### src/rtl/axi_ic_pkg.sv
// Shared AXI interconnect definitions: BRESP encodings and default sizing
// for the write-response routing path.
package axi_ic_pkg;
    localparam int RESP_W    = 2;
    localparam int DEPTH_DEF = 4;

    typedef enum logic [RESP_W-1:0] {
        OKAY   = 2'b00,
        EXOKAY = 2'b01,
        SLVERR = 2'b10,
        DECERR = 2'b11
    } bresp_e;
endpackage

### src/rtl/sync_order_fifo.sv
// Small synchronous FIFO recording which master issued each outstanding AW.
// Push while full and pop while empty are ignored; pointers wrap naturally.
module sync_order_fifo #(
    parameter int DEPTH = 4,
    parameter int W     = 1
) (
    input  logic                     clk,
    input  logic                     rst_n,
    input  logic                     push,
    input  logic [W-1:0]             din,
    input  logic                     pop,
    output logic [W-1:0]             dout,
    output logic                     full,
    output logic                     empty,
    output logic [$clog2(DEPTH):0]   count
);
    localparam int AW = $clog2(DEPTH);

    logic [DEPTH-1:0][W-1:0] mem;
    logic [AW-1:0]           wptr, rptr;
    logic                    push_ok, pop_ok;

    assign full    = (count == (AW+1)'(DEPTH));
    assign empty   = (count == '0);
    assign push_ok = push && !full;
    assign pop_ok  = pop && !empty;
    assign dout    = mem[rptr];

    always_ff @(posedge clk or negedge rst_n) begin
        if (!rst_n) begin
            mem   <= '0;
            wptr  <= '0;
            rptr  <= '0;
            count <= '0;
        end else begin
            if (push_ok) begin
                mem[wptr] <= din;
                wptr      <= wptr + 1'b1;
            end
            if (pop_ok)
                rptr <= rptr + 1'b1;
            case ({push_ok, pop_ok})
                2'b10:   count <= count + 1'b1;
                2'b01:   count <= count - 1'b1;
                default: count <= count;
            endcase
        end
    end
endmodule

### src/rtl/write_resp_demux.sv
// Routes slave B responses back to the master that issued the matching AW,
// in issue order, through a single output holding register.
module write_resp_demux #(
    parameter int DEPTH  = axi_ic_pkg::DEPTH_DEF,
    parameter int RESP_W = axi_ic_pkg::RESP_W
) (
    input  logic                      ACLK,
    input  logic                      ARESETN,
    input  logic                      aw_push,
    input  logic                      aw_sel,
    output logic                      aw_full,
    input  logic                      S_BVALID,
    input  logic [RESP_W-1:0]         S_BRESP,
    output logic                      S_BREADY,
    output logic                      M0_BVALID,
    output logic [RESP_W-1:0]         M0_BRESP,
    input  logic                      M0_BREADY,
    output logic                      M1_BVALID,
    output logic [RESP_W-1:0]         M1_BRESP,
    input  logic                      M1_BREADY,
    output logic [$clog2(DEPTH):0]    outstanding,
    output logic                      ovf_err
);
    logic              hold_valid, hold_dst;
    logic [RESP_W-1:0] hold_resp;
    logic              head, fifo_empty, drain, cap;

    // Only the addressed master's BREADY can release the holding register.
    assign drain    = hold_valid && (hold_dst ? M1_BREADY : M0_BREADY);
    assign S_BREADY = !fifo_empty && (!hold_valid || drain);
    assign cap      = S_BVALID && S_BREADY;

    sync_order_fifo #(.DEPTH(DEPTH), .W(1)) u_order (
        .clk   (ACLK),
        .rst_n (ARESETN),
        .push  (aw_push),
        .din   (aw_sel),
        .pop   (cap),
        .dout  (head),
        .full  (aw_full),
        .empty (fifo_empty),
        .count (outstanding)
    );

    assign M0_BVALID = hold_valid && !hold_dst;
    assign M1_BVALID = hold_valid &&  hold_dst;
    assign M0_BRESP  = M0_BVALID ? hold_resp : '0;
    assign M1_BRESP  = M1_BVALID ? hold_resp : '0;

    always_ff @(posedge ACLK or negedge ARESETN) begin
        if (!ARESETN) begin
            hold_valid <= 1'b0;
            hold_dst   <= 1'b0;
            hold_resp  <= '0;
            ovf_err    <= 1'b0;
        end else begin
            if (aw_push && aw_full)
                ovf_err <= 1'b1;
            if (cap) begin
                hold_valid <= 1'b1;
                hold_dst   <= head;
                hold_resp  <= S_BRESP;
            end else if (drain) begin
                hold_valid <= 1'b0;
            end
        end
    end
endmodule

### config.mk
export PLATFORM = sky130hd
export DESIGN_NAME = write_resp_demux
export DESIGN_NICKNAME = d
export VERILOG_FILES = /design/src/rtl/axi_ic_pkg.sv /design/src/rtl/sync_order_fifo.sv /design/src/rtl/write_resp_demux.sv
export SDC_FILE = /design/constraint.sdc
export NUM_CORES = 1
export LEC_CHECK = 0
export BUFFER_PORTS_ARGS = -buffer_cell sky130_fd_sc_hd__buf_2
export CORE_UTILIZATION = 44
export DETAILED_ROUTE_END_ITERATION = 8
export GPL_TIMING_DRIVEN = 0
export PLACE_DENSITY = 0.72
export SETUP_SLACK_MARGIN = 0.2
export SYNTH_ARGS = -nofsm -noshare
export SYNTH_HDL_FRONTEND = slang
export SYNTH_SLANG_ARGS = --single-unit
### constraint.sdc
create_clock -name ACLK -period 5.5 [get_ports ACLK]
set_clock_uncertainty 0.15 [all_clocks]
set_input_delay 0.825 -clock ACLK [delete_from_list [all_inputs] [get_ports ACLK]]
set_output_delay 0.825 -clock ACLK [all_outputs]
set_load 0.05 [all_outputs]
### Word-level counts from Yosys, hierarchy flattened

Cells that the tools add are included.
W data, S select, Z words.

* muxes and demuxes: 11
* $lt $le $gt $ge: 3
* reductions and logical operators: 17
* equality and inequality tests: 3
* $add $sub $neg: 4

Operator list (number)
* $logic_and A1 B1 Y1: 9
* $lt A2 B3 Y1 const B: 2
* $pmux W3 S2: 1
* $mux W1: 5
* $add A2 B1 Y2 const B: 2
* $bwmux W4: 1
* $logic_not A1 Y1: 4
* $mux W2: 2
* $reduce_bool A2 Y1: 2
* $add A3 B1 Y3 const B: 1
* $eq A3 B3 Y1 const B: 1
* $logic_not A3 Y1: 1
* $sub A3 B1 Y3 const B: 1
* $bmux W1 S2: 1
* $demux W1 S2: 1
* $eq A2 B1 Y1 const B: 1
* $eq A2 B2 Y1 const B: 1
* $ge A2 B1 Y1 const B: 1
* $logic_or A1 B1 Y1: 1

* bits of input ports: 9
* word-level logic and storage cells: 49
* register bits: 16

### Logic depth before layout (Yosys ltp)

* word-level depth: 8
* mapped depth: 8
* mapped depth without buffers: 7

### Cells and area by module

From an unflattened synthesis, not the netlist that was laid out.

* cell total of the unflattened synthesis: 79
* area total of the unflattened synthesis: 874.6 um^2

By module, submodules not included
* sync_order_fifo: times used 1, cells an instance 54, area each 605.6 um^2, seq. area each 275.3 um^2
* write_resp_demux: times used 1, cells an instance 25, area each 269.0 um^2, seq. area each 125.1 um^2

### Least setup slack after synthesis

No wires, ideal clock.

* path kind: reg2out
* from: reg u_order.count[2]
* to: out aw_full
* arrival: 1.542 ns
* stages on the path, launching flop included: 4
* path slack: 2.983 ns
* data required time: 4.525 ns
* cells stage by stage: dfrtp_1 -> or3b_1 -> buf_6 -> inv_1

* longest elaborated chain between the ends: 1

RTL lines
* start, declared: RTL line sync_order_fifo.sv:15 `output logic [$clog2(DEPTH):0] count`
* start signal, assigned: RTL line sync_order_fifo.sv:43 `2'b10: count <= count + 1'b1;`
* start signal, assigned: RTL line sync_order_fifo.sv:44 `2'b01: count <= count - 1'b1;`
* start signal, assigned: RTL line sync_order_fifo.sv:45 `default: count <= count;`
* $eq A3 B3 Y1: RTL line sync_order_fifo.sv:23 `assign full = (count == (AW+1)'(DEPTH));`
* end, declared: RTL line write_resp_demux.sv:11 `output logic aw_full,`

Every way passes these cells.

### Final worst setup path

* from: in M1_BREADY
* to: out S_BREADY

* longest elaborated chain between the ends: 4

RTL lines
* start, declared: RTL line write_resp_demux.sv:20 `input logic M1_BREADY,`
* $mux W1: RTL line write_resp_demux.sv:29 `assign drain = hold_valid && (hold_dst ? M1_BREADY : M0_BREADY);`
* $logic_and A1 B1 Y1: RTL line write_resp_demux.sv:29
* $logic_or A1 B1 Y1: RTL line write_resp_demux.sv:30 `assign S_BREADY = !fifo_empty && (!hold_valid || drain);`
* $logic_and A1 B1 Y1: RTL line write_resp_demux.sv:30
* end, declared: RTL line write_resp_demux.sv:14 `output logic S_BREADY,`

Every way passes these cells.

==> flow_summary.toml <==
[status]
status = "completed"

[sta]
slew_violations = 0
hold_viol = 0
tightest_slew_ps = 347
period_share_pct = 47.6
setup_viol = 0
slew_headroom_pct = 76.9
max_freq_mhz = 382
tns_ps = 0
rsz0062_at_grt = "false"
fin_crit_ps = 2620

[setup_path]
cp-start-kind = "primary input"
end_kind = "output pin"
crit_required_ps = 4530
critPathKind = "primary input to output pin"
cp_max_fo = 3
crit_arrival_ps = 1650

[floorplanning]
num_io_pins = 21
row_count = 15
die_w_um = 45.6
start_util_pct = 48.0
die_y_um = 45.6
die-area_um2 = 2080
core_um2 = 1750

[yosys]
ys_ff_latch = 16
synth_cells = 64
yosysTopAreaCell = "dfrtp_1"
ys.warnings.count = 0
synth.area.top_cells = "dfrtp_1 48%, ha_1 7.5%, mux2_2 6.7%, mux2_1 5.4%, xnor2_1 4.2%"
avgSynthCellArea_um2 = 13.1
syn_nets = 79
seq_area_frac_synth_pct = 47.8
netlist_area_um2 = 837
ys_types = 25
synth_top_area_share_pct = 47.8

[clock_tree]
cts.sinks = 16
root_buffer = "clkbuf_4"
numCtsBuffers = 3
clkTransAtPathRegs_ps = 90
post_cts.resized_instances = 0
clk_latency_ps = 280
max-clock-path-buffers = 2
cts.hold.buffers_added = 0
htreeDepth = 1
post-cts-setup-buffers = 0
cts_tree = "done"

[route]
via_per_inst = 4.85
wl_per_cell_um = 11.2
drc = 0
drtPass1Iterations = 2
drt_iter0_drc = 3
ant_nets = 0
routed_wl_mm = 1.26
vias = 548

[final_layout]
num_antenna_cells = 0
n_fill_cell = 156
layout.cells.non_filler = 113
final_common_cell = "buf_2"
syn2layout_area_growth_pct = 20.0
layout_common_cells = "20 x buf_2, 16 x dfrtp_1, 5 x mux2_2, 5 x ha_1"
num-nets-final = 104
drive_above_1_share_pct = 40.9

[hold_path]
hold_class = "primary input to async pin"

[grt]
grt_pass1_wl_mm = 2.12
grt_max_degree = 17
grt.total_usage_pct = 14.7
grt_pass1_vias = 519
grt-ovfl-total = 0
antenna_found_initial = 0

[place]
io_buffer_count = 20
gp_congestion = 0.675
dp_cells = 109
place_hpwl_mm = 1.00

[job]
cap_violations = 0
[state kept, by name, summed over array words and instances, names as in the netlist]
signal / count
u_order.wptr: 2
u_order.mem: 4
u_order.rptr: 2
hold_valid: 1
hold_dst: 1
u_order.count: 3
ovf_err: 1
hold_resp: 2
[logic make-up after synthesis]
kind of cell               count (synthesis)  share of synthesized area, %
AOI/OAI and AO/OA                          5                          5.53
xor gates and xnor gates                   6                          6.28
adders and majority gates                  6                          9.87
buffers and inverters                      5                          3.14
DFF                                       16                          47.8
muxes                                     11                          16.0
and+or+nand+nor                           15                          11.4
[per-stage QoR]
step | utilization (%) | cell area (um2) | hold slack [ps] | setup slack, ps
final | 57.6 | 1000 | 285 | 2880
after global routing | 57.6 | 1000 | 297 | 2790
after CTS | 57.6 | 1000 | 291 | 2890
after detailed placement | 55.5 | 968 | 313 | 2870
after global placement | 55.5 | 968 | 285 | 2880
after floorplan | - | 837 | 300 | 2980
[layout make-up]
type / count / area [um2] / share of cell area [%]
repair buffers: 20 / 100 / 9.96
clock buffers: 4 / 36.3 / 3.61
inverters: 4 / 15.0 / 1.49
plain buffers: 1 / 11.3 / 1.12
multi-input cells: 43 / 410 / 40.8
well taps: 25 / 31.3 / 3.11
flip-flops and latches: 16 / 400 / 39.9
[path summary, 6_finish.rpt]
path	start	endpoint	slack, ps	cells after the start
worst max-delay path	M1_BREADY	S_BREADY	2880	5
worst min-delay path	ARESETN	hold_resp[0]	290	1
worst max register to register	u_order.count[0]	u_order.count[1]	3280	6
worst min register to register	ovf_err	ovf_err	330	1
max in group asynchronous	ARESETN	u_order.wptr[0]	4660	1
min in group ACLK	ovf_err	ovf_err	330	1
[synthesized netlist by cell type]
| cell type | instances |
|---|---|
| a211oi_1 | 1 |
| a21o_1 | 1 |
| a21oi_2 | 1 |
| and2_1 | 3 |
| and2b_1 | 1 |
| and3_1 | 2 |
| buf_6 | 1 |
| dfrtp_1 | 16 |
| fa_1 | 1 |
| ha_1 | 5 |
| inv_1 | 4 |
| mux2_1 | 4 |
| mux2_2 | 5 |
| mux2i_1 | 1 |
| mux4_2 | 1 |
| nand2_1 | 2 |
| nand2_4 | 1 |
| nand3_1 | 3 |
| nand3_2 | 1 |
| nor2_1 | 1 |
| o31a_2 | 1 |
| o31ai_2 | 1 |
| or3b_1 | 1 |
| xnor2_1 | 4 |
| xor2_1 | 2 |
[critical path, stage by stage]
cell     delay, ps
buf_2          100
mux2i_1        260
nand2_1        120
o31a_2         120
buf_2          210
[per-layer routing]
layer | vias up | share of wire, % | GRT usage (%)
met5 | - | 0 | 0
met4 | 0 | 0.95 | 7.27
met1 | 266 | 45 | 18.1
met2 | 13 | 50 | 24.0
li1 | 267 | - | -
met3 | 2 | 3.6 | 3.57
Power is not shown: default switching activity piles up to over one toggle a cycle in this logic, so the estimate is an artifact.
